## config.mk

```make
export PLATFORM = sky130hd
export DESIGN_NAME = axi_lite_mmio_master_flat
export DESIGN_NICKNAME = d
export VERILOG_FILES = /design/src/rtl/const_pkg.sv /design/src/rtl/axi_lite_mmio_master_if.sv /design/src/rtl/axi_lite_mmio_master.sv /design/src/flat_wrapper.sv
export SDC_FILE = /design/constraint.sdc
export NUM_CORES = 1
export LEC_CHECK = 0
export ABC_CLOCK_PERIOD_IN_PS = 2800
export CAP_MARGIN = 20
export CELL_PAD_IN_SITES_DETAIL_PLACEMENT = 0
export CELL_PAD_IN_SITES_GLOBAL_PLACEMENT = 1
export CORE_MARGIN = 2
export CORE_UTILIZATION = 25
export CTS_CLUSTER_SIZE = 14
export DETAILED_ROUTE_END_ITERATION = 10
export PLACE_DENSITY = 0.71
export SYNTH_ARGS = -nofsm -noshare
export SYNTH_HDL_FRONTEND = slang
export SYNTH_SLANG_ARGS = --single-unit
export TNS_END_PERCENT = 100
```

## constraint.sdc

```tcl
create_clock -name aclk -period 2.8 [get_ports aclk]
set_clock_uncertainty 0.2 [all_clocks]
set_input_delay 0.56 -clock aclk [delete_from_list [all_inputs] [get_ports aclk]]
set_output_delay 0.56 -clock aclk [all_outputs]
set_load 0.02 [all_outputs]
```

## src/rtl/const_pkg.sv

```systemverilog
// Shared constants and state encoding for the AXI-Lite MMIO master.
package const_pkg;

    typedef enum logic [2:0] {
        IDLE,
        WR_AW_W,
        WR_B,
        RD_AR,
        RD_R,
        RSP
    } axi_master_state_t;

    localparam logic [1:0] AXI_RESP_OKAY   = 2'b00;
    localparam logic [1:0] AXI_RESP_EXOKAY = 2'b01;
    localparam logic [1:0] AXI_RESP_SLVERR = 2'b10;
    localparam logic [1:0] AXI_RESP_DECERR = 2'b11;

endpackage

```

## src/rtl/axi_lite_mmio_master_if.sv

```systemverilog
// AXI4-Lite bus bundle between the MMIO master and an attached slave.
interface axi_lite_mmio_master_if;

    logic [31:0] awaddr;
    logic [2:0]  awprot;
    logic        awvalid;
    logic        awready;
    logic [31:0] wdata;
    logic [3:0]  wstrb;
    logic        wvalid;
    logic        wready;
    logic [1:0]  bresp;
    logic        bvalid;
    logic        bready;
    logic [31:0] araddr;
    logic [2:0]  arprot;
    logic        arvalid;
    logic        arready;
    logic [31:0] rdata;
    logic [1:0]  rresp;
    logic        rvalid;
    logic        rready;

    modport master (
        output awaddr, awprot, awvalid, input awready,
        output wdata, wstrb, wvalid, input wready,
        input bresp, bvalid, output bready,
        output araddr, arprot, arvalid, input arready,
        input rdata, rresp, rvalid, output rready
    );

    modport slave (
        input awaddr, awprot, awvalid, output awready,
        input wdata, wstrb, wvalid, output wready,
        output bresp, bvalid, input bready,
        input araddr, arprot, arvalid, output arready,
        output rdata, rresp, rvalid, input rready
    );

endinterface

```

## src/rtl/axi_lite_mmio_master.sv

```systemverilog
// Single-outstanding AXI4-Lite master turning simple req/rsp commands
// into one AXI write or read transaction each.
module axi_lite_mmio_master
    import const_pkg::*;
#(
    parameter logic [2:0] AWPROT_VAL = 3'b000,
    parameter logic [2:0] ARPROT_VAL = 3'b000
) (
    input  logic        aclk,
    input  logic        arst_n,
    input  logic        req_valid,
    output logic        req_ready,
    input  logic        req_write,
    input  logic [31:0] req_addr,
    input  logic [31:0] req_wdata,
    input  logic [3:0]  req_wstrb,
    output logic        rsp_valid,
    input  logic        rsp_ready,
    output logic [31:0] rsp_rdata,
    output logic [1:0]  rsp_resp,
    output logic        rsp_write,
    axi_lite_mmio_master_if.master M_AXI,
    output logic        busy
);

    axi_master_state_t state_q, state_d;
    logic [31:0] addr_q, addr_d;
    logic [31:0] wdata_q, wdata_d;
    logic [3:0]  wstrb_q, wstrb_d;
    logic        write_q, write_d;
    logic        awvalid_q, awvalid_d;
    logic        wvalid_q, wvalid_d;
    logic        arvalid_q, arvalid_d;
    logic [31:0] rdata_q, rdata_d;
    logic [1:0]  resp_q, resp_d;
    logic        rsp_write_q, rsp_write_d;

    always_ff @(posedge aclk or negedge arst_n) begin
        if (!arst_n) begin
            state_q     <= IDLE;
            addr_q      <= '0;
            wdata_q     <= '0;
            wstrb_q     <= '0;
            write_q     <= 1'b0;
            awvalid_q   <= 1'b0;
            wvalid_q    <= 1'b0;
            arvalid_q   <= 1'b0;
            rdata_q     <= '0;
            resp_q      <= AXI_RESP_OKAY;
            rsp_write_q <= 1'b0;
        end else begin
            state_q     <= state_d;
            addr_q      <= addr_d;
            wdata_q     <= wdata_d;
            wstrb_q     <= wstrb_d;
            write_q     <= write_d;
            awvalid_q   <= awvalid_d;
            wvalid_q    <= wvalid_d;
            arvalid_q   <= arvalid_d;
            rdata_q     <= rdata_d;
            resp_q      <= resp_d;
            rsp_write_q <= rsp_write_d;
        end
    end

    always_comb begin
        state_d     = state_q;
        addr_d      = addr_q;
        wdata_d     = wdata_q;
        wstrb_d     = wstrb_q;
        write_d     = write_q;
        awvalid_d   = awvalid_q;
        wvalid_d    = wvalid_q;
        arvalid_d   = arvalid_q;
        rdata_d     = rdata_q;
        resp_d      = resp_q;
        rsp_write_d = rsp_write_q;
        unique case (state_q)
            IDLE: begin
                if (req_valid) begin
                    addr_d  = req_addr;
                    wdata_d = req_wdata;
                    wstrb_d = req_wstrb;
                    write_d = req_write;
                    if (req_write) begin
                        state_d   = WR_AW_W;
                        awvalid_d = 1'b1;
                        wvalid_d  = 1'b1;
                    end else begin
                        state_d   = RD_AR;
                        arvalid_d = 1'b1;
                    end
                end
            end
            WR_AW_W: begin
                // AW and W complete independently; leave once both are done
                if (awvalid_q && M_AXI.awready) awvalid_d = 1'b0;
                if (wvalid_q && M_AXI.wready) wvalid_d = 1'b0;
                if (!awvalid_d && !wvalid_d) state_d = WR_B;
            end
            WR_B: begin
                if (M_AXI.bvalid) begin
                    resp_d      = M_AXI.bresp;
                    rdata_d     = '0;
                    rsp_write_d = write_q;
                    state_d     = RSP;
                end
            end
            RD_AR: begin
                if (M_AXI.arready) begin
                    arvalid_d = 1'b0;
                    state_d   = RD_R;
                end
            end
            RD_R: begin
                if (M_AXI.rvalid) begin
                    rdata_d     = M_AXI.rdata;
                    resp_d      = M_AXI.rresp;
                    rsp_write_d = write_q;
                    state_d     = RSP;
                end
            end
            RSP: begin
                if (rsp_ready) state_d = IDLE;
            end
            default: state_d = IDLE;
        endcase
    end

    assign req_ready = (state_q == IDLE);
    assign busy      = (state_q != IDLE);
    assign rsp_valid = (state_q == RSP);
    assign rsp_rdata = rdata_q;
    assign rsp_resp  = resp_q;
    assign rsp_write = rsp_write_q;

    assign M_AXI.awaddr  = addr_q;
    assign M_AXI.awprot  = AWPROT_VAL;
    assign M_AXI.awvalid = awvalid_q;
    assign M_AXI.wdata   = wdata_q;
    assign M_AXI.wstrb   = wstrb_q;
    assign M_AXI.wvalid  = wvalid_q;
    assign M_AXI.bready  = (state_q == WR_B);
    assign M_AXI.araddr  = addr_q;
    assign M_AXI.arprot  = ARPROT_VAL;
    assign M_AXI.arvalid = arvalid_q;
    assign M_AXI.rready  = (state_q == RD_R);

endmodule

```

## src/flat_wrapper.sv

```systemverilog
// flat-port wrapper written by rule: the top's interface ports become plain ports
module axi_lite_mmio_master_flat import const_pkg::*;
#(
    parameter logic [2:0] AWPROT_VAL = 3'b000,
    parameter logic [2:0] ARPROT_VAL = 3'b000
)
  (aclk, arst_n, req_valid, req_ready, req_write, req_addr, req_wdata, req_wstrb, rsp_valid, rsp_ready, rsp_rdata, rsp_resp, rsp_write, busy, M_AXI_awaddr, M_AXI_awprot, M_AXI_awvalid, M_AXI_awready, M_AXI_wdata, M_AXI_wstrb, M_AXI_wvalid, M_AXI_wready, M_AXI_bresp, M_AXI_bvalid, M_AXI_bready, M_AXI_araddr, M_AXI_arprot, M_AXI_arvalid, M_AXI_arready, M_AXI_rdata, M_AXI_rresp, M_AXI_rvalid, M_AXI_rready);
  axi_lite_mmio_master_if M_AXI_i ();
  input  logic aclk;
  input  logic arst_n;
  input  logic req_valid;
  output logic req_ready;
  input  logic req_write;
  input  logic [31:0] req_addr;
  input  logic [31:0] req_wdata;
  input  logic [3:0] req_wstrb;
  output logic rsp_valid;
  input  logic rsp_ready;
  output logic [31:0] rsp_rdata;
  output logic [1:0] rsp_resp;
  output logic rsp_write;
  output logic busy;
  output wire logic [$bits(M_AXI_i.awaddr)-1:0] M_AXI_awaddr;
  output wire logic [$bits(M_AXI_i.awprot)-1:0] M_AXI_awprot;
  output wire logic [$bits(M_AXI_i.awvalid)-1:0] M_AXI_awvalid;
  input wire logic [$bits(M_AXI_i.awready)-1:0] M_AXI_awready;
  output wire logic [$bits(M_AXI_i.wdata)-1:0] M_AXI_wdata;
  output wire logic [$bits(M_AXI_i.wstrb)-1:0] M_AXI_wstrb;
  output wire logic [$bits(M_AXI_i.wvalid)-1:0] M_AXI_wvalid;
  input wire logic [$bits(M_AXI_i.wready)-1:0] M_AXI_wready;
  input wire logic [$bits(M_AXI_i.bresp)-1:0] M_AXI_bresp;
  input wire logic [$bits(M_AXI_i.bvalid)-1:0] M_AXI_bvalid;
  output wire logic [$bits(M_AXI_i.bready)-1:0] M_AXI_bready;
  output wire logic [$bits(M_AXI_i.araddr)-1:0] M_AXI_araddr;
  output wire logic [$bits(M_AXI_i.arprot)-1:0] M_AXI_arprot;
  output wire logic [$bits(M_AXI_i.arvalid)-1:0] M_AXI_arvalid;
  input wire logic [$bits(M_AXI_i.arready)-1:0] M_AXI_arready;
  input wire logic [$bits(M_AXI_i.rdata)-1:0] M_AXI_rdata;
  input wire logic [$bits(M_AXI_i.rresp)-1:0] M_AXI_rresp;
  input wire logic [$bits(M_AXI_i.rvalid)-1:0] M_AXI_rvalid;
  output wire logic [$bits(M_AXI_i.rready)-1:0] M_AXI_rready;
  assign M_AXI_awaddr = M_AXI_i.awaddr;
  assign M_AXI_awprot = M_AXI_i.awprot;
  assign M_AXI_awvalid = M_AXI_i.awvalid;
  assign M_AXI_i.awready = M_AXI_awready;
  assign M_AXI_wdata = M_AXI_i.wdata;
  assign M_AXI_wstrb = M_AXI_i.wstrb;
  assign M_AXI_wvalid = M_AXI_i.wvalid;
  assign M_AXI_i.wready = M_AXI_wready;
  assign M_AXI_i.bresp = M_AXI_bresp;
  assign M_AXI_i.bvalid = M_AXI_bvalid;
  assign M_AXI_bready = M_AXI_i.bready;
  assign M_AXI_araddr = M_AXI_i.araddr;
  assign M_AXI_arprot = M_AXI_i.arprot;
  assign M_AXI_arvalid = M_AXI_i.arvalid;
  assign M_AXI_i.arready = M_AXI_arready;
  assign M_AXI_i.rdata = M_AXI_rdata;
  assign M_AXI_i.rresp = M_AXI_rresp;
  assign M_AXI_i.rvalid = M_AXI_rvalid;
  assign M_AXI_rready = M_AXI_i.rready;
  axi_lite_mmio_master #(.AWPROT_VAL(AWPROT_VAL), .ARPROT_VAL(ARPROT_VAL)) u_core (.aclk(aclk), .arst_n(arst_n), .req_valid(req_valid), .req_ready(req_ready), .req_write(req_write), .req_addr(req_addr), .req_wdata(req_wdata), .req_wstrb(req_wstrb), .rsp_valid(rsp_valid), .rsp_ready(rsp_ready), .rsp_rdata(rsp_rdata), .rsp_resp(rsp_resp), .rsp_write(rsp_write), .M_AXI(M_AXI_i), .busy(busy));
endmodule
```

==> impl_metrics.tcl, run 1 <==
set metrics [dict create \
    min-delay-path-class "reg -> reg" \
    setup_viol_count_final 0 \
    portBuffers 256 \
    synth.avg_cell_area_sq_um 14.3 \
    cp_data_required_time_ns 2.04 \
    route.detailed.drc 0 \
    clk_pin_slew_ns 0.07 \
    cts_tree "yes" \
    finalNonFillerCells 777 \
    antenna_found_initial 0 \
    routedWlPerCell_um 15.9 \
    drv_slew 0 \
    power_mw 8.84 \
    status "finished, final reports clean" \
    num_rows 49 \
    ys_types 30 \
    fin_hold_ws_ns 0.298 \
    layout_common_cells "255 x clkdlybuf4s50_1, 107 x dfrtp_1, 70 x mux2_2, 32 x a22o_1, 10 x nand2_1" \
    final_common_cell "clkdlybuf4s50_1" \
    postCtsSetupBuffers 0 \
    layout.nets 657 \
    grt_first_pass_wirelength_mm 19.4 \
    vdd_drop_max_uv 701 \
    period_needed_ns 2.69 \
    num_io_pins 263 \
    tns_ns 0 \
    fin_crit_sh_pct 96.1 \
    cts_root_buf "clkbuf_16" \
    insertion_delay_ns 0.35 \
    end_kind "output port" \
    grt_pass1_vias 3509 \
    core_sq_um 18000 \
    yosysSeqAreaShare_pct 60.0 \
    drv_cap 0 \
    drive_gt1_share_pct 17.7 \
    path_class "reg -> out" \
    start_util_pct 25.5 \
    grt.overflow.total 0 \
    worstPathArrival_ns 1.93 \
    powerDensity_nw_per_um2 1200 \
    drtIter0Drc 116 \
    routed_wl_mm 12.4 \
    cp-start-kind "flip-flop" \
    n_fill_cell 1671 \
    grt_usage_pct 12.7 \
    h-tree-depth 3 \
    die_area_sq_um 19500 \
    die_w_um 139 \
    drtPass1Iterations 4 \
    crit_fanout 13 \
    place.gp.congestion 0.817 \
    synth_cells 320 \
    vias_per_cell 4.28 \
    rsz0062_at_grt "no" \
    area_delta_synth_final_pct 60.4 \
    yosysWarnings 0 \
    ys_ff_latch 110 \
    cts_made_buffers 9 \
    cts_buffer_depth 2 \
    grt_start_max_net_pins 71 \
    antenna_cells 0 \
    dp_cells 760 \
    cts_num_sinks 110 \
    vias 3326 \
    power.static_leakage_nw 3.05 \
    place_ws_ns 0.278 \
    setup_ws_ns 0.110 \
    final_hold_viol_count 0 \
    place_hpwl_mm 9.29 \
    fmax_mhz 372 \
    synth.cell_area_sq_um 4590 \
    die_h_um 139 \
    ant_nets 0 \
]
==> synth_stat cells, drive strengths merged <==
cell     count  area share [%]
a21boi       1            0.16
a21o         1            0.16
a21oi        3            0.33
a22o        32             6.1
a31oi        3            0.41
and3         1            0.14
buf         56              10
conb         1           0.082
dfrtp      110              60
inv          6            0.49
mux2        70              17
mux2i        3            0.65
nand2       10            0.82
nand2b       1            0.14
nand3        1            0.11
nand3b       2            0.33
nand4b       1            0.19
nor2         4            0.33
nor4b        2            0.71
o211ai       1            0.16
o21ai        4            0.44
o22ai        2            0.27
o2bb2ai      1            0.19
or2          1            0.14
or2b         2            0.35
or4          1            0.16
==> what timing repair did <==
| action | CTS | global route |
|---|---|---|
| hold buffers | 1 | 0 |
| resized for setup | 0 | 3 |
| hold endpoints to repair | 31 | 0 |
| endpoints found under the setup margin | 0 | 2 |
==> stage by stage <==
stage / cell area (sq um) / util (%)
floorplan: 4610 / -
global placement: 7070 / 39.3
detailed placement: 7070 / 39.3
CTS: 7350 / 40.9
global route: 7360 / 41.0
finish: 7360 / 41.0
==> worst paths after layout <==
kind	from	endpoint	slack (ns)	cells after the start
max in group asynchronous	arst_n	u_core.rsp_rdata[18]$_DFFE_PN0P_	1.12	3
hold / removal	u_core.rsp_resp[0]$_DFFE_PN0P_	u_core.rsp_resp[0]$_DFFE_PN0P_	0.30	2
min in group asynchronous	arst_n	u_core.M_AXI.araddr[11]$_DFFE_PN0P_	0.52	2
setup / recovery	u_core.state_q[2]$_DFFE_PN0P_	rsp_valid	0.11	3
setup reg to reg	u_core.state_q[0]$_DFFE_PN0P_	u_core.M_AXI.araddr[29]$_DFFE_PN0P_	0.81	3
hold reg to reg	u_core.rsp_resp[0]$_DFFE_PN0P_	u_core.rsp_resp[0]$_DFFE_PN0P_	0.30	2
==> layer usage <==
layer / up-vias / share of wire, % / global-route usage, %
met2: 138 / 53 / 22.6
met3: 19 / 5.8 / 2.58
met1: 1634 / 38 / 14.4
met5: - / 0 / 0
met4: 0 / 2.9 / 6.33
li1: 1535 / - / -
==> cells by family after synthesis <==
kind of cell    synth area share, %
compound gates                 8.24
simple gates                   3.41
mux                            17.8
other cells                  0.0817
buf+inv                        10.4
flops                          60.0
==> cell type report <==
type	count	area, sq um	area share (%)
multi-input combinational	153	1380	18.7
sequential	110	2760	37.5
clock inverter	5	35.0	0.476
clock buffer	11	243	3.30
inverter	6	22.5	0.306
tap	229	287	3.89
timing repair buffer	263	2640	35.9
==> worst max-delay path: stages (launching register included) <==
cell             delay, ns
dfrtp_2               0.50
or2b_2                0.36
nor2_1                0.11
clkdlybuf4s50_1       0.62
==> state kept, by name, indices dropped and copies added (netlist names) <==
name                  flops
u_core.rsp_resp           2
u_core.state_q            3
u_core.M_AXI.awvalid      1
u_core.rsp_rdata         32
u_core.M_AXI.wdata       32
u_core.rsp_write          1
u_core.M_AXI.arvalid      1
u_core.write_q            1
u_core.M_AXI.araddr      32
u_core.M_AXI.wstrb        4
u_core.M_AXI.wvalid       1
==> power breakdown <==
group / internal (mW) / switching [mW]
Combinational: 2.55 / 2.24
Clock: 0.629 / 0.582
Sequential: 2.34 / 0.497
Total: 5.52 / 3.31
(Power assumes the default switching activity.)
==> run 2, diff against run 1 <==
CORE_MARGIN = not set   (was 2)
CTS_BUF_LIST = sky130_fd_sc_hd__clkbuf_8   (was not set)
==> run 2 against run 1 <==
Clock-buffer cell count fell by 1. Fmax rose by 1.3%. Sequential share of layout area barely moved. Setup slack improved by 0.035 ns. Clock power fell by 4%. Sequential power barely moved. Combinational power rose by 0.8%. Worst hold slack improved by 0.0071 ns. Flip-flop and latch count did not move. Critical path depth did not move. Cell area fell by 0.12%. Core utilization barely moved. Critical endpoint is now M_AXI_bready. Largest cell class unchanged.
==> impl_metrics.tcl, run 2 (synthesized netlist as in run 1, its figures left out) <==
set metrics [dict create \
    path_class "reg -> out" \
    ant_nets 0 \
    multi_input_comb_area_sq_um 1380 \
    clk_pin_slew_ns 0.10 \
    routedWlPerCell_um 15.6 \
    layout.nets 660 \
    setup_viol_count_final 0 \
    num_rows 49 \
    num_io_pins 263 \
    min-delay-path-class "reg -> reg" \
    start_util_pct 25.5 \
    place.gp.congestion 0.753 \
    layout_common_cells "254 x clkdlybuf4s50_1, 109 x dfrtp_1, 70 x mux2_2, 32 x a22o_1" \
    grt_usage_pct 12.8 \
    die_area_sq_um 18900 \
    grt.overflow.total 0 \
    n_fill_cell 1658 \
    worstPathArrival_ns 1.89 \
    power_mw 8.81 \
    drtIter0Drc 87 \
    antenna_cells 0 \
    period_needed_ns 2.65 \
    cts_tree "yes" \
    crit_fanout 12 \
    die_h_um 137 \
    drv_cap 0 \
    cts_num_sinks 110 \
    die_w_um 137 \
    h-tree-depth 3 \
    powerDensity_nw_per_um2 1200 \
    end_kind "output port" \
    route.detailed.drc 0 \
    fmax_mhz 377 \
    vias_per_cell 4.29 \
    antenna_found_initial 0 \
    rsz0062_at_grt "no" \
    vias 3339 \
    cts_buffer_depth 2 \
    place_hpwl_mm 9.07 \
    fin_crit_sh_pct 94.8 \
    power.static_leakage_nw 3.07 \
    tns_ns 0 \
    fin_hold_ws_ns 0.305 \
    grt_start_max_net_pins 71 \
    cp_data_required_time_ns 2.04 \
    status "finished, final reports clean" \
    area_delta_synth_final_pct 60.2 \
    seq_area_sq_um 2750 \
    cp-start-kind "flip-flop" \
    grt_pass1_vias 3446 \
    drive_gt1_share_pct 18.0 \
    core_sq_um 18000 \
    grt_first_pass_wirelength_mm 18.1 \
    cts_made_buffers 9 \
    insertion_delay_ns 0.38 \
    routed_wl_mm 12.1 \
    final_common_cell "clkdlybuf4s50_1" \
    drv_slew 0 \
    cts_root_buf "clkbuf_8" \
    final_hold_viol_count 0 \
    portBuffers 256 \
    postCtsSetupBuffers 0 \
    drtPass1Iterations 6 \
    vdd_drop_max_uv 641 \
]
run 2: changes by cell type in the layout (fill, tap and decap cells not counted), sizes merged:
cell / before / now
inv: 6 / 7
clkbuf: 11 / 10
clkdlybuf4s50: 255 / 254
bufinv: 0 / 3
clkinv: 4 / 0
dlymetal6s2s: 0 / 1
buf: 7 / 10
run 2: metrics by stage:
| step | setup WS, ns | instance area (sq um) | cells | utilization [%] |
|---|---|---|---|---|
| after floorplan | 0.847 | 4610 | 325 | - |
| after CTS | 0.0204 | 7340 | 779 | 40.9 |
| final | 0.146 | 7350 | 779 | 40.9 |
| after global placement | 0.321 | 7090 | 763 | 39.5 |
| after global routing | 0.0133 | 7350 | 779 | 40.9 |
| after detailed placement | 0.252 | 7090 | 763 | 39.5 |
run 2: what timing repair did:
action | in CTS | in global routing
hold buffers | 1 | 0
pin swaps | 0 | 0
resized for setup | 1 | 2
endpoints found under the setup margin | 1 | 2
endpoints found under the hold margin | 29 | 0
run 2: routing by layer:
layer | track usage, % | part of all wire, % | up-vias
met1 | 13.8 | 38 | 1631
met4 | 6.90 | 2.5 | 0
met3 | 3.27 | 7.4 | 17
met2 | 22.9 | 52 | 159
met5 | 0 | 0 | -
li1 | - | - | 1532
run 2: worst paths after layout:
path,start,endpoint,slack [ns],cells after the start
max in group asynchronous,arst_n,u_core.M_AXI.wdata[4]$_DFFE_PN0P_,1.32,3
max reg2reg,u_core.state_q[0]$_DFFE_PN0P_,u_core.M_AXI.araddr[22]$_DFFE_PN0P_,0.68,4
min in group asynchronous,arst_n,u_core.M_AXI.araddr[29]$_DFFE_PN0P_,0.44,2
min reg2reg,u_core.rsp_resp[1]$_DFFE_PN0P_,u_core.rsp_resp[1]$_DFFE_PN0P_,0.30,2
max,u_core.state_q[1]$_DFFE_PN0P_,M_AXI_bready,0.15,3
min,u_core.rsp_resp[1]$_DFFE_PN0P_,u_core.rsp_resp[1]$_DFFE_PN0P_,0.30,2
run 2: layout make-up:
| class | instances | area share, % |
|---|---|---|
| repair buffers | 266 | 36.3 |
| flip-flops and latches | 110 | 37.5 |
| well taps | 229 | 3.90 |
| multi-input cells | 153 | 18.7 |
| clock buffers | 10 | 1.87 |
| inverters | 6 | 0.306 |
| clock inverters | 5 | 1.45 |
run 2: critical path, stage by stage (launching register included):
cell,delay (ns)
dfrtp_2,0.52
or2b_1,0.27
nor2_1,0.11
clkdlybuf4s50_1,0.62
run 2: where the power goes:
part           leakage, nW  switching (mW)  internal [mW]  total, mW
Sequential            1.34           0.489           2.33       2.82
Clock                0.119           0.545          0.617       1.16
Combinational         1.61            2.26           2.57       4.83
Total                 3.07            3.29           5.52       8.81
==> run 3, diff against run 2 <==
SETUP_SLACK_MARGIN = 0.02   (was not set)
==> run 3 against run 2 <==
Register-to-register slack barely moved. Sequential power barely moved. Total power rose by 0.27%. Critical path depth is 2 higher. Final cell count increased by 0.39%. Core utilization grew 0.13 points. First-iteration DRC count grew 1.1%. Via count up 0.21%. Largest cell class unchanged. Setup slack better by 0.059 ns.
==> impl_metrics.tcl, run 3 (synthesized netlist as in run 1, its figures left out) <==
set metrics [dict create \
    clkPwrFrac_pct 13.2 \
    path_class "reg -> out" \
    vdd_drop_max_uv 641 \
    final_common_cell "clkdlybuf4s50_1" \
    routed_wl_mm 12.1 \
    drv_cap 0 \
    period_needed_ns 2.60 \
    finalNonFillerCells 782 \
    drtIter0Drc 88 \
    grt_first_pass_wirelength_mm 18.1 \
    die_area_sq_um 18900 \
    clk_pin_slew_ns 0.10 \
    place_hpwl_mm 9.07 \
    dp_cells 763 \
    worstPathArrival_ns 1.84 \
    cts_root_buf "clkbuf_8" \
    end_kind "output port" \
    power.static_leakage_nw 3.09 \
    final_hold_viol_count 0 \
    cts_tree "yes" \
    rrSetupSlack_ns 0.68 \
    status "finished, final reports clean" \
    drv_slew 0 \
    antenna_found_initial 0 \
    vias 3346 \
    grt_usage_pct 12.8 \
    place.gp.congestion 0.753 \
    powerDensity_nw_per_um2 1200 \
    cp_data_required_time_ns 2.04 \
    cts_num_sinks 110 \
    routedWlPerCell_um 15.5 \
    die_w_um 137 \
    crit_fanout 10 \
    placed_area_sq_um 7090 \
    cts_made_buffers 9 \
    min-delay-path-class "reg -> reg" \
    setup_viol_count_final 0 \
    ant_nets 0 \
    regToRegStartpoint "u_core.state_q[0]$_DFFE_PN0P_" \
    route.detailed.drc 0 \
    rr_worst_depth 4 \
    die_h_um 137 \
    pwr-share-comb_pct 55.0 \
    switching_share_pct 37.3 \
    drtPass1Iterations 6 \
    power.internal_mw 5.54 \
    slowest_stage "clkdlybuf4s50_1" \
    core_sq_um 18000 \
    num_rows 49 \
    num_io_pins 263 \
    h-tree-depth 3 \
    hp-start "u_core.rsp_resp[1]$_DFFE_PN0P_" \
    area_delta_synth_final_pct 60.7 \
    start_util_pct 25.5 \
    cts_buffer_depth 2 \
    grt_pass1_vias 3446 \
    grt_start_max_net_pins 71 \
    whs_path_depth 2 \
    r2r_end "u_core.M_AXI.araddr[22]$_DFFE_PN0P_" \
    tns_ns 0 \
    fmax_mhz 385 \
    fin_crit_sh_pct 92.7 \
    antenna_cells 0 \
    crit_path_cell_trace "buf_4 > nor2_1 > nand2_1 > inv_1 > clkdlybuf4s50_1" \
    final_area_sq_um 7370 \
    layout_common_cells "254 x clkdlybuf4s50_1, 109 x dfrtp_1, 70 x mux2_2, 32 x a22o_1, 11 x buf_4" \
    max_stage_delay_ns 0.59 \
    rsz0062_at_grt "no" \
    grt.overflow.total 0 \
    fin_hold_ws_ns 0.305 \
    drive_gt1_share_pct 18.4 \
    hold_end "u_core.rsp_resp[1]$_DFFE_PN0P_" \
    portBuffers 256 \
    seq_power_share_pct 31.9 \
    layout.nets 663 \
    cp-start-kind "flip-flop" \
    insertion_delay_ns 0.38 \
    vias_per_cell 4.28 \
    power.switching_mw 3.30 \
]
-- run 3: cell type report --
type	instances	area [sq um]
Sequential cell	110	2750
Tap cell	229	287
Fill cell	1656	10600
Timing Repair Buffer	269	2690
Clock buffer	10	138
Multi-Input combinational cell	153	1380
Clock inverter	5	106
Inverter	6	22.5
-- run 3: repair_timing --
action / in CTS / in global routing
cloned: 0 / 0
hold buffers: 1 / 0
resized for setup: 1 / 2
hold endpoints to repair: 29 / 0
endpoints found under the setup margin: 2 / 3
setup buffers: 0 / 3
-- run 3: worst max-delay path: cells and delay by family, from the launching register on --
family	cells	cell delay, ns
buffers and inverters	3	0.83
flip-flops	1	0.41
AND/OR/NAND/NOR	2	0.22
-- run 3: how the worst max path moves through the flow --
stage                                  start                                   to  slack [ns]  depth (start not counted)
6_report       u_core.state_q[2]$_DFFE_PN0P_                            req_ready        0.20                          5
5_1_grt        u_core.state_q[2]$_DFFE_PN0P_                            req_ready        0.07                          5
4_1_cts        u_core.state_q[1]$_DFFE_PN0P_                            rsp_valid        0.02                          3
3_5_place_dp                       req_valid  u_core.M_AXI.araddr[21]$_DFFE_PN0P_        0.25                          4
3_3_place_gp                       req_valid  u_core.M_AXI.araddr[24]$_DFFE_PN0P_        0.32                          4
2_1_floorplan  u_core.state_q[1]$_DFFE_PN0P_                            req_ready        0.85                          4
-- run 3: per-stage QoR --
step / setup slack, ns / total power, mW / utilization (%)
after detailed placement: 0.252 / 7.76 / 39.5
after CTS: 0.0204 / 8.96 / 40.9
after floorplan: 0.847 / 5.64 / -
after global routing: 0.0687 / 9.38 / 41.0
after global placement: 0.321 / 7.66 / 39.5
final: 0.204 / 8.84 / 41.0
-- run 3: routing by layer --
| layer | global-route usage (%) | up-vias | part of all wire, % |
|---|---|---|---|
| li1 | - | 1537 | - |
| met4 | 6.90 | 0 | 2.5 |
| met2 | 22.9 | 157 | 52 |
| met1 | 13.8 | 1636 | 38 |
| met5 | 0 | - | 0 |
| met3 | 3.27 | 16 | 7.4 |
-- run 3: power by group through the flow --
stage | clock network (mW) | registers, mW | logic [mW]
final | 1.16 | 2.82 | 4.86
after global routing | 1.28 | 2.94 | 5.16
after CTS | 1.22 | 2.84 | 4.90
after detailed placement | 0 | 2.86 | 4.89
after global placement | 0 | 2.83 | 4.84
after floorplan | 0 | 3.66 | 1.98
